## src/rtl/ysyx_25040111_ch_pkg.sv

```systemverilog
// ysyx_25040111_ch_pkg: shared FSM state type and AXI4 encodings for the line-fill responder
package ysyx_25040111_ch_pkg;
  typedef enum logic [1:0] {CH_IDLE, CH_AR, CH_R, CH_DRAIN} ch_state_t;
  localparam logic [1:0] AXI_BURST_INCR = 2'b01;
  localparam logic [2:0] AXI_SIZE_4B    = 3'b010;
  localparam logic [1:0] AXI_RESP_OKAY  = 2'b00;
endpackage

```

## src/rtl/ysyx_25040111_watchdog.sv

```systemverilog
// ysyx_25040111_watchdog: pulses expired after TIMEOUT enabled cycles with no clear; TIMEOUT=0 disables it
module ysyx_25040111_watchdog #(
  parameter int TIMEOUT = 1024
) (
  input  logic clock,
  input  logic reset,
  input  logic clear,
  input  logic enable,
  output logic expired
);
  localparam int W = TIMEOUT > 1 ? $clog2(TIMEOUT) : 1;
  logic [W-1:0] cnt;
  assign expired = TIMEOUT != 0 && enable && !clear && cnt == W'(TIMEOUT - 1);
  always_ff @(posedge clock or posedge reset)
    if (reset) cnt <= '0;
    else cnt <= clear || !enable || expired ? '0 : cnt + 1'b1;
endmodule

```

## src/rtl/ysyx_25040111_chresp.sv

```systemverilog
// ysyx_25040111_chresp: ICache line-fill responder, fetches a line over AXI4 (burst or per-word) and returns words on chready
module ysyx_25040111_chresp
  import ysyx_25040111_ch_pkg::*;
#(
  parameter int TIMEOUT = 1024
) (
  input  logic        clock,
  input  logic        reset,
  input  logic        chvalid,
  input  logic        chburst,
  input  logic [31:0] chaddr,
  input  logic [7:0]  chlen,
  output logic        chready,
  output logic [31:0] chdata,
  output logic        err,
  output logic        arvalid,
  input  logic        arready,
  output logic [31:0] araddr,
  output logic [7:0]  arlen,
  output logic [2:0]  arsize,
  output logic [1:0]  arburst,
  input  logic        rvalid,
  output logic        rready,
  input  logic [31:0] rdata,
  input  logic [1:0]  rresp,
  input  logic        rlast
);
  ch_state_t state, nxt;
  logic [7:0] len_q, beat;
  logic burst_q, ar_hs, r_hs, r_ok, take, last, expired;
  assign ar_hs = arvalid && arready;
  assign r_hs  = state == CH_R && rvalid;
  assign last  = beat == len_q;
  assign r_ok  = rresp == AXI_RESP_OKAY && (burst_q ? rlast == last : rlast);
  assign take  = r_hs && r_ok;
  // AR fields track chaddr/chburst live; the initiator holds them steady while arvalid is up
  assign araddr  = arvalid ? chaddr : '0;
  assign arlen   = arvalid && chburst ? len_q : '0;
  assign arsize  = arvalid ? AXI_SIZE_4B : '0;
  assign arburst = arvalid ? AXI_BURST_INCR : '0;
  ysyx_25040111_watchdog #(.TIMEOUT(TIMEOUT)) u_wd (
    .clock  (clock),
    .reset  (reset),
    .clear  (ar_hs || r_hs),
    .enable (state == CH_AR || state == CH_R),
    .expired(expired)
  );
  // A visible chready means the initiator is about to drop chvalid, so IDLE ignores it that cycle
  always_comb begin
    nxt = state;
    case (state)
      CH_IDLE:  nxt = chvalid && !chready ? CH_AR : CH_IDLE;
      CH_AR:    nxt = ar_hs ? CH_R : expired ? CH_IDLE : CH_AR;
      CH_R:     nxt = rvalid ? (r_ok ? (last ? CH_IDLE : burst_q ? CH_R : CH_AR)
                                     : rlast ? CH_IDLE : CH_DRAIN)
                             : expired ? CH_DRAIN : CH_R;
      CH_DRAIN: nxt = rvalid && rlast ? CH_IDLE : CH_DRAIN;
      default:  nxt = CH_IDLE;
    endcase
  end
  // Re-entering AR from R waits one cycle so the initiator's advanced chaddr is in place before arvalid
  always_ff @(posedge clock or posedge reset)
    if (reset) begin
      state   <= CH_IDLE;
      arvalid <= 1'b0;
      rready  <= 1'b0;
      chready <= 1'b0;
      chdata  <= '0;
      err     <= 1'b0;
      len_q   <= '0;
      beat    <= '0;
      burst_q <= 1'b0;
    end else begin
      state   <= nxt;
      arvalid <= nxt == CH_AR && state != CH_R;
      rready  <= nxt == CH_R || nxt == CH_DRAIN;
      chready <= take;
      err     <= (r_hs && !r_ok) || expired;
      if (take) chdata <= rdata;
      if (take) beat <= beat + 8'd1;
      if (ar_hs) burst_q <= chburst;
      if (state == CH_IDLE && nxt == CH_AR) begin
        len_q <= chlen;
        beat  <= '0;
      end
    end
endmodule

```

## config.mk

```make
export PLATFORM = sky130hd
export DESIGN_NAME = ysyx_25040111_chresp
export DESIGN_NICKNAME = d
export VERILOG_FILES = /design/src/rtl/ysyx_25040111_ch_pkg.sv /design/src/rtl/ysyx_25040111_watchdog.sv /design/src/rtl/ysyx_25040111_chresp.sv
export SDC_FILE = /design/constraint.sdc
export NUM_CORES = 1
export LEC_CHECK = 0
export BUFFER_PORTS_ARGS = -buffer_cell sky130_fd_sc_hd__buf_2
export CORE_MARGIN = 1.5
export CORE_UTILIZATION = 42
export CTS_CLUSTER_DIAMETER = 200
export DETAILED_ROUTE_END_ITERATION = 6
export GPL_TIMING_DRIVEN = 0
export PLACE_DENSITY = 0.77
export SETUP_SLACK_MARGIN = 0.15
export SYNTH_ARGS = -nofsm -noshare
export SYNTH_HDL_FRONTEND = slang
export SYNTH_SLANG_ARGS = --single-unit
```

## constraint.sdc

```tcl
create_clock -name clock -period 2.1 [get_ports clock]
set_clock_uncertainty 0.1 [all_clocks]
set_input_delay 0.42 -clock clock [delete_from_list [all_inputs] [get_ports clock]]
set_output_delay 0.42 -clock clock [all_outputs]
set_load 0.05 [all_outputs]
```

* Word level (Yosys, flattened, before mapping) *
Index checks and enable logic that the tools add are counted.
Widths: inputs -> output; s select.

word-level totals
  register bits = 65
  input port bits = 81
  output and inout port bits = 81

operators by class
  add/subtract/negate cells = 2
  equality and inequality tests = 10
  mux-type cells = 19
  reductions and logical operators = 25

operators with widths
  operator               number
  $mux 32                1
  $mux 8                 3
  $mux 2                 8
  $logic_and 1x1->1      12
  $add 10x1->10 const B  1
  $eq 10x10->1 const B   1
  $mux 10                1
  $add 8x1->8 const B    1
  $eq 2x2->1 const B     4
  $eq 8x8->1             1
  $pmux 2 s4             1
  $logic_or 1x1->1       6
  $mux 1                 5
  $eq 2x1->1 const B     2
  $logic_not 1->1        4
  $logic_not 2->1        2
  $ne 2x2->1 const B     1
  $reduce_bool 2->1      1
  $eq 1x1->1             1

* Longest topological paths before layout *
Gate-level depths: netlist of the first run.

  depth in word-level cells = 12
  mapped depth = 8
  gate-level depth less buffers = 7

* By module *
A second synthesis of the first run with hierarchy kept.

second synthesis, totals
  cell total of the unflattened synthesis = 327
  area, all modules = 3537.1 µm²

by module, submodules not included
  module                  times used  cells an instance  area an instance (µm²)  sequential area each (µm²)
  ysyx_25040111_chresp    1           275                3030.4                  1351.3
  ysyx_25040111_watchdog  1           52                 506.7                   250.2

* Worst setup path before layout of the first run *
OpenSTA, ideal clock, no wires.

  path kind = register to register
  start = register, netlist name rready
  end = register chdata[10]
  setup time = 125 ps
  data arrival time = 2187 ps
  required time = 1875 ps
  path slack = -312 ps
  cell stages (with the launch flop) = 7
  path through = dfrtp_1 ha_1 nand2_1 or3_1 mux2i_4 buf_6 mux2_2

RTL lines
  item                  RTL line                    text
  end signal, assigned  ysyx_25040111_chresp.sv:79  if (take) chdata <= rdata;
  end, declared         ysyx_25040111_chresp.sv:14  output logic [31:0] chdata,

* Final worst setup path of the first run *
  start = register len_q[1]
  end = register chdata[11]

between the ends
  cells in the longest elaborated chain, start to end = 5

RTL lines
  item                    RTL line                    text
  start, declared         ysyx_25040111_chresp.sv:29  logic [7:0] len_q, beat;
  start signal, assigned  ysyx_25040111_chresp.sv:83  len_q <= chlen;
  $eq 8x8->1              ysyx_25040111_chresp.sv:33  assign last = beat == len_q;
  $eq 1x1->1              ysyx_25040111_chresp.sv:34  assign r_ok = rresp == AXI_RESP_OKAY && (burst_q ? rlast == last : rlast);
  $mux 1                  ysyx_25040111_chresp.sv:34
  $logic_and 1x1->1       ysyx_25040111_chresp.sv:34
  $logic_and 1x1->1       ysyx_25040111_chresp.sv:35  assign take = r_hs && r_ok;
  net take                ysyx_25040111_chresp.sv:30  logic burst_q, ar_hs, r_hs, r_ok, take, last, expired;

The timed path passes the listed nets, and every way through them passes these cells.
A chain may end at the register's enable or synchronous reset.

==> results of run 1 <==
[flip-flops by register name, summed over array words and instances, names as in the netlist, 8 cells and up]
signal,count
beat,8
len_q,8
chdata,32
u_wd.cnt,10
[layout by cell type, fill, tap and decap left out, types with 2 or more instances in the layout]
| cell | synthesis | routed |
|---|---|---|
| xnor2_1 | 3 | 3 |
| nor4_4 | 0 | 2 |
| nand2_1 | 20 | 20 |
| clkinvlp_4 | 0 | 3 |
| and3_4 | 0 | 7 |
| clkbuf_8 | 0 | 9 |
| buf_12 | 0 | 4 |
| nand3_1 | 13 | 12 |
| and2_1 | 34 | 33 |
| mux2i_1 | 14 | 11 |
| nand4_1 | 4 | 4 |
| buf_6 | 3 | 3 |
| nor2_1 | 18 | 16 |
| clkbuf_1 | 8 | 2 |
| o21ai_0 | 2 | 2 |
| mux2i_4 | 1 | 4 |
| dfrtp_2 | 0 | 2 |
| dfrtp_1 | 64 | 62 |
| buf_4 | 5 | 20 |
| mux2_4 | 0 | 32 |
| clkbuf_4 | 0 | 26 |
| xor2_1 | 14 | 11 |
| buf_8 | 0 | 15 |
| inv_2 | 0 | 2 |
| clkbuf_2 | 0 | 2 |
| xor2_2 | 0 | 3 |
| clkinv_2 | 0 | 3 |
| nand2b_1 | 8 | 8 |
| buf_2 | 0 | 123 |
| a211oi_1 | 2 | 2 |
| mux2_2 | 35 | 9 |
| and3_1 | 13 | 6 |
| ha_1 | 6 | 5 |
| conb_1 | 1 | 3 |
| nand3b_1 | 2 | 2 |
| inv_1 | 6 | 3 |
[where the power goes]
part	leakage (nW)	total (mW)	switching, mW	internal, mW
clock	0.0920	1.03	0.491	0.542
combinational	1.69	4.12	2.61	1.51
sequential	0.859	1.87	0.288	1.58
total	2.65	7.02	3.39	3.63
[critical path: cells and delay by family, from the launching register on]
| kind | cells | cell delay (ps) |
|---|---|---|
| flip-flops | 1 | 420 |
| AO/OA/AOI/OAI | 1 | 120 |
| AND/OR/NAND/NOR | 1 | 440 |
| buffers and inverters | 2 | 310 |
| XOR/XNOR | 1 | 200 |
| multiplexers | 2 | 510 |
[kinds of logic (layout without fill, tap and decap cells)]
| logic type | count (synthesis) | in the layout | share of synthesized area (%) |
|---|---|---|---|
| fa+ha+maj | 6 | 6 | 2.26 |
| simple gates | 121 | 121 | 20.2 |
| mux | 56 | 56 | 18.8 |
| flops | 64 | 64 | 48.3 |
| compound gates | 9 | 9 | 2.11 |
| other cells | 1 | 3 | 0.113 |
| xor+xnor | 17 | 17 | 4.49 |
| buf+inv | 22 | 217 | 3.73 |
[final cells by class]
type / count / area (um2)
Buffer: 16 / 144
Clock inverter: 6 / 60.1
Sequential cell: 64 / 1600
Clock buffer: 10 / 128
Inverter: 6 / 26.3
Multi-Input combinational cell: 212 / 1870
Fill cell: 524 / 2530
Tap cell: 102 / 128
Timing Repair Buffer: 179 / 1190
[worst paths after layout]
kind,start,end,slack (ps),cells past startpoint
setup / recovery,len_q[1],chdata[11],-130,7
hold / removal,reset,chdata[30],40,2
setup reg to reg,len_q[1],chdata[11],-130,7
hold reg to reg,chdata[10],chdata[10],410,1
max in group asynchronous,reset,beat[1],1280,3
min in group clock,rdata[10],chdata[10],210,2
[routing by layer]
metal / wire length [um] / share of wire (%)
met4: 161 / 1.6
met1: 3520 / 36
met3: 896 / 9.1
met2: 5320 / 54
met5: 0 / 0
[repair_timing]
| item | 4_1_cts | 5_1_grt |
|---|---|---|
| setup buffers | 13 | 4 |
| pin swaps | 5 | 4 |
| gates cloned | 2 | 1 |
| setup endpoints to repair | 91 | 90 |
| gates resized for setup | 74 | 69 |
==> out/metrics.yaml, run 1 <==
initial_core_util_pct: 43.2
worst_path_most_repeated_cell: "buf_12"
hold_path_class: "input port to async pin"
p_leak_nw: 2.65
drt-initial-drc-count: 167
yosys.area.top_type_share_pct: 48.3
tightest_slew_ps: 583
worstPathArrival_ps: 2360
vias_per_cell: 5.05
cts_hold_buf: 0
diodes: 0
crit_fanout: 8
vias: 3003
num_rows: 32
grt_util_met3_pct: 6.14
antenna_found_initial: 0
nNetsFinal: 575
cap_violations: 0
yosysSeqAreaShare_pct: 48.3
drt-total-wl_mm: 9.90
wire_per_inst_um: 16.6
clk_latency_ps: 340
synth_area_um2: 3320
cellPowerDensity_nw_per_um2: 1360
dp_hpwl_mm: 5.96
crit_type: "flop to flop"
synth.most_common_cell: "dfrtp_1"
place_congestion: 0.765
yosys.cell_types.count: 35
ys.flop_type: "dfrtp_1"
slowest_stage: "nor4_4"
grt_max_degree: 65
synth-edff-count: 0
final_max_slew_viol_count: 0
worstPathRequired_ps: 2220
fp.dieH_um: 91.9
cts_root_buf: "clkbuf_8"
rsz0062_at_grt: "yes"
async_reset_ff_share_pct: 100
period_share_pct: 106
clk_pin_slew_ps: 80
setup_violations: 35
core_um2: 7690
avgSynthCellArea_um2: 11.2
synth_largest_area_cell: "dfrtp_1"
crit_path_end_kind: "flop"
cts_max_level: 3
fin_area_um2: 5160
synth.area.top_cells: "dfrtp_1 48%, mux2_2 12%, and2_1 6.4%"
ant_nets: 0
dpl_worst_slack_ps: -539
fin_cells: 595
busiest_layer: "met2"
slew-limit-headroom_pct: 61.0
port_buffers: 158
dpl.cell_count: 558
finish.utilization_pct: 67.1
dieArea_um2: 8440
drc: 0
syn_to_final_growth_pct: 55.5
finalWorstSetupSlack_ps: -133
dr.pass1.iters: 4
status: "complete, but fails checks"
synth_cells: 296
grt_overflow: 0
max_stage_delay_ps: 440
failed_checks: "setup timing"
cts_sinks: 64
peakVddDrop_uv: 1070
dpl-instance-area_um2: 4280
clk_path_buf_depth: 2
synth_seq_cells: 64
die_w_um: 91.9
tns_ps: -3710
cts_buffers: 9
hold_viol: 0
cp-start-kind: "flop"
fmax_mhz: 448
grtUsageMet2_pct: 41.7
use_met1_pct: 23.2
layout-drive-gt1-share_pct: 57.2
yosysWarnings: 0
fin_crit_ps: 2230
hold_slack_ps: 39.3
grt_pass1_wl_mm: 14.5
cts_tree: "yes"
finalPower_mw: 7.02
grt_pass1_vias: 3048
ios: 162
grt_use_total_pct: 22.1
cp_cell_sequence: "xor2_2 -> nor4_4 -> a21oi_4 -> mux2i_4 -> buf_12 -> buf_12 -> mux2_4"
synthTopCellsByCount: "64 x dfrtp_1, 35 x mux2_2, 34 x and2_1"
Power figures use the tool's default switching activity.
==> run 2: changes to the inputs <==
--- a/config.mk
+++ b/config.mk
@@ -10,9 +10,9 @@
 export CORE_UTILIZATION = 42
 export CTS_CLUSTER_DIAMETER = 200
 export DETAILED_ROUTE_END_ITERATION = 6
-export GPL_TIMING_DRIVEN = 0
 export PLACE_DENSITY = 0.77
 export SETUP_SLACK_MARGIN = 0.15
 export SYNTH_ARGS = -nofsm -noshare
 export SYNTH_HDL_FRONTEND = slang
 export SYNTH_SLANG_ARGS = --single-unit
+export TNS_END_PERCENT = 10
==> out/metrics.yaml, run 2 (synthesis gave the netlist of run 1 again) <==
cp-start-kind: "flop"
drt-total-wl_mm: 7.83
rr_endpoint: "chdata[13]"
hold_path_depth: 2
hold_viol: 0
fp.dieH_um: 91.9
dpl-instance-area_um2: 4360
initial_core_util_pct: 43.2
largest_register_ffs: 32
wire_per_inst_um: 13.4
syn_to_final_growth_pct: 41.1
grt_overflow: 0
crit_fanout: 33
drc: 0
dp_hpwl_mm: 5.85
status: "complete, but fails checks"
fmax_mhz: 473
path_delay_family: "multiplexers"
critical_path_buf_inv_count: 1
max_stage_delay_ps: 430
antenna_found_initial: 1
reg2reg_slack_ps: -10
worstPathRequired_ps: 2230
num_rows: 32
fin_area_um2: 4680
layout_commonest_cell: "buf_2"
final_cell_mix: "148 x buf_2, 63 x dfrtp_1, 34 x and2_1, 34 x mux2_2"
core_um2: 7690
crit_type: "flop to flop"
dr.pass1.iters: 4
cp_cell_sequence: "xor2_2 -> nor4_4 -> a21oi_4 -> mux2i_4 -> buf_12 -> mux2_2"
timing.rr.start: "beat[2]"
largestRegisters: "chdata (32), u_wd.cnt (10)"
ant_nets: 0
final_max_slew_viol_count: 0
cts_setup_buffers: 0
p_leak_nw: 2.52
period_share_pct: 101
diodes: 0
cts_tree: "yes"
worstPathArrival_ps: 2240
cts_root_buf: "clkbuf_8"
cp.depth: 6
tns_ps: -135
die_w_um: 91.9
ios: 162
cellPowerDensity_nw_per_um2: 1360
cts_max_level: 3
fin_crit_ps: 2110
min_to: "chdata[30]"
nNetsFinal: 562
rsz0062_at_grt: "yes"
port_buffers: 158
cap_violations: 0
vias: 2873
drt-initial-drc-count: 85
grt_max_degree: 45
vias_per_cell: 4.94
reg2reg_depth: 6
failed_checks: "setup timing"
cts_sinks: 64
peakVddDrop_uv: 925
clk_latency_ps: 340
cts_buffers: 9
slowest_stage: "dfrtp_1"
filler_cell_count: 619
min_from: "rdata[30]"
place_congestion: 0.806
clk_path_buf_depth: 2
finalWorstSetupSlack_ps: -12.3
layout-drive-gt1-share_pct: 53.1
grt_pass1_vias: 2810
hold_path_class: "input port to flop"
crit_path_end_kind: "flop"
grt_use_total_pct: 19.1
clk_pin_slew_ps: 70
grt_pass1_wl_mm: 12.7
dieArea_um2: 8440
setup_violations: 24
regMostFlops: "chdata"
==> run 2: cell types whose count changed in the layout (fill, tap and decap cells not counted), moves of 15 or more <==
cell      delta
clkbuf_4    -16
mux2_4      -31
buf_8       -15
mux2_2      +25
buf_2       +25
==> run 2: how the worst max path moves through the flow <==
stage / startpoint / endpoint / slack (ps)
5_1_grt: len_q[0] / chdata[3] / -140
3_5_place_dp: rresp[1] / chdata[3] / -80
3_3_place_gp: rresp[1] / chdata[5] / -60
6_report: beat[2] / chdata[13] / -10
2_1_floorplan: beat[0] / chdata[10] / -130
4_1_cts: len_q[4] / chdata[13] / 3
==> run 2: metrics by stage <==
step	setup slack (ps)	utilization, %	instances	hold WS, ps	total power [mW]
2_1_floorplan	-132	-	298	348	4.39
3_3_place_gp	-58.1	56.7	565	358	5.13
3_5_place_dp	-83.7	56.7	565	370	5.20
4_1_cts	3.26	60.0	582	180	6.35
5_1_grt	-138	60.9	582	187	6.73
6_report	-12.3	60.9	582	190	6.39
==> run 2: layer usage <==
layer  part of all wire, %  GRT usage, %
met1                    40          22.2
met4                   1.8          7.44
met5                     0             0
met3                   9.3          5.47
met2                    49          33.1
==> run 2: repair_timing <==
item,in CTS,in global routing
pin swaps,4,6
hold buffers,1,0
endpoints found under the hold margin,20,0
gates resized for setup,10,21
setup endpoints to repair,77,82
==> run 2: layout make-up <==
class	instances	area, um2	area share [%]
Sequential cell	64	1600	34.2
Clock buffer	10	138	2.94
Multi-Input combinational cell	212	1690	36.0
Tap cell	102	128	2.73
Inverter	6	26.3	0.561
Clock inverter	6	67.6	1.44
Timing Repair Buffer	182	1040	22.1
==> run 2: report_power, final <==
| group | internal, mW | switching (mW) |
|---|---|---|
| logic | 1.07 | 2.42 |
| clock network | 0.584 | 0.500 |
| registers | 1.58 | 0.236 |
| total | 3.23 | 3.16 |
==> run 3: changes to the inputs <==
--- a/config.mk
+++ b/config.mk
@@ -7,10 +7,11 @@
 export LEC_CHECK = 0
 export BUFFER_PORTS_ARGS = -buffer_cell sky130_fd_sc_hd__buf_2
 export CORE_MARGIN = 1.5
-export CORE_UTILIZATION = 42
+export CORE_UTILIZATION = 43
+export CTS_BUF_LIST = sky130_fd_sc_hd__clkbuf_4 sky130_fd_sc_hd__clkbuf_8
 export CTS_CLUSTER_DIAMETER = 200
 export DETAILED_ROUTE_END_ITERATION = 6
-export PLACE_DENSITY = 0.77
+export PLACE_DENSITY_LB_ADDON = 0.3
 export SETUP_SLACK_MARGIN = 0.15
 export SYNTH_ARGS = -nofsm -noshare
 export SYNTH_HDL_FRONTEND = slang
==> out/metrics.yaml, run 3 (synthesis gave the netlist of run 1 again) <==
vias_per_cell: 4.88
failed_checks: "setup timing"
final_cell_mix: "154 x buf_2, 63 x dfrtp_1, 35 x mux2_2"
cp-start-kind: "flop"
dp_hpwl_mm: 5.78
reg2reg_depth: 7
largestRegisters: "chdata (32), u_wd.cnt (10)"
nNetsFinal: 560
ios: 162
clk_latency_ps: 340
cts_hold_buf: 0
crit_type: "flop to flop"
setup_violations: 5
clk_path_buf_depth: 2
grt_pass1_vias: 2792
crit_fanout: 35
cap_violations: 0
layout-drive-gt1-share_pct: 52.7
tightest_slew_ps: 519
max_stage_delay_ps: 420
peakVddDrop_uv: 927
slew-limit-headroom_pct: 65.3
period_share_pct: 100
cp_cell_sequence: "xor2_1 -> nor4_2 -> buf_4 -> a21oi_4 -> mux2i_4 -> buf_12 -> mux2_2"
grt_overflow: 0
initial_core_util_pct: 45.0
place_congestion: 0.807
path_delay_family: "multiplexers"
cts_max_level: 3
vias: 2817
drt-total-wl_mm: 7.65
clock_power_share_pct: 18.5
cp.depth: 7
hold_path_class: "input port to async pin"
cts_root_buf: "clkbuf_8"
filler_cell_count: 619
grt_pass1_wl_mm: 12.7
num_rows: 31
intPower_mw: 3.30
wire_per_inst_um: 13.3
antenna_found_initial: 0
die_w_um: 90.8
layout_commonest_cell: "buf_2"
clk_pin_slew_ps: 80
diodes: 0
critical_path_buf_inv_count: 2
fp.dieH_um: 90.8
timing.rr.start: "len_q[3]"
cellPowerDensity_nw_per_um2: 1380
final_max_slew_viol_count: 0
p_comb_share_pct: 53.4
crit_path_end_kind: "flop"
status: "complete, but fails checks"
core_um2: 7370
swShare_pct: 48.8
worstPathArrival_ps: 2220
pwr-share-seq_pct: 28.0
dpl.cell_count: 561
regMostFlops: "chdata"
slowest_stage: "dfrtp_1"
rsz0062_at_grt: "yes"
grt_use_total_pct: 19.0
ant_nets: 0
power_switching_mw: 3.15
dieArea_um2: 8250
dr.pass1.iters: 4
grt_max_degree: 45
crit_path_start: "len_q[3]"
fin_cells: 577
cts_setup_buffers: 0
syn_to_final_growth_pct: 40.5
cts_buffers: 9
drc: 0
fmax_mhz: 475
finalWorstSetupSlack_ps: -6.32
cts_sinks: 64
hold_slack_ps: 14.9
worstPathRequired_ps: 2220
cts_tree: "yes"
drt-initial-drc-count: 88
p_leak_nw: 2.53
largest_register_ffs: 32
hold_viol: 0
port_buffers: 158
fin_crit_ps: 2110
==> run 3: cell count changes in the layout (fill, tap and decap cells not counted), moves of 2 or more <==
cell	before	now
buf_2	148	154
buf_4	20	22
clkbuf_4	10	1
clkinvlp_4	3	1
inv_6	1	4
mux2i_1	10	12
mux2i_2	4	0
mux2i_4	1	3
==> run 3: worst reg2reg max path, cell delays in order (launching register included) <==
cell and delay, ps:
dfrtp_1 420, xor2_1 190, nor4_2 60, buf_4 150, a21oi_4 190, mux2i_4 270, buf_12 230, mux2_2 390
==> run 3: power by group through the flow <==
stage	clock (mW)	combinational (mW)	sequential [mW]
final	1.20	3.45	1.81
after global routing	1.28	3.66	1.86
after CTS	1.22	3.42	1.80
after detailed placement	0	3.37	1.81
after global placement	0	3.32	1.80
after floorplan	0	1.81	2.58
==> run 3: worst paths after layout <==
path / to / slack [ps]
worst max register to register: chdata[7] / -6
max in group asynchronous: chdata[9] / 1310
worst max-delay path: chdata[7] / -6
worst min register to register: chdata[21] / 390
min in group clock: chdata[21] / 190
worst min-delay path: chdata[2] / 10
==> run 3: stage by stage <==
| step | instance area (um2) | power (mW) | util (%) | setup slack [ps] | TNS (ps) |
|---|---|---|---|---|---|
| finish | 4660 | 6.46 | 63.3 | -6.32 | -21.3 |
| global route | 4660 | 6.79 | 63.3 | -106 | -2640 |
| CTS | 4610 | 6.44 | 62.6 | -17.0 | -98.3 |
| detailed placement | 4350 | 5.18 | 59.0 | -96.4 | -2620 |
| global placement | 4350 | 5.12 | 59.0 | -66.7 | -1990 |
| floorplan | 3340 | 4.39 | - | -132 | -3500 |
==> run 3: what timing repair did <==
action / 4_1_cts / 5_1_grt
endpoints found under the setup margin: 75 / 80
hold endpoints to repair: 0 / 0
gates resized for setup: 13 / 10
pin swaps: 4 / 1
==> run 3: final cells by class <==
cell class	count	area, um2	share of cell area [%]
Tap cell	99	124	2.66
Inverter	6	26.3	0.564
Clock buffer	9	124	2.66
Clock inverter	7	100	2.15
Sequential cell	64	1600	34.4
Multi-Input combinational cell	212	1680	36.1
Timing Repair Buffer	180	1000	21.5
==> run 3: layer usage <==
| metal | up-vias | share of wire [%] | routed length [um] | GRT usage [%] |
|---|---|---|---|---|
| met4 | 0 | 1.5 | 116 | 7.42 |
| met1 | 1323 | 40 | 3070 | 22.5 |
| met3 | 13 | 8.0 | 611 | 4.21 |
| li1 | 1354 | - | - | - |
| met2 | 127 | 50 | 3850 | 33.3 |
| met5 | - | 0 | 0 | 0 |
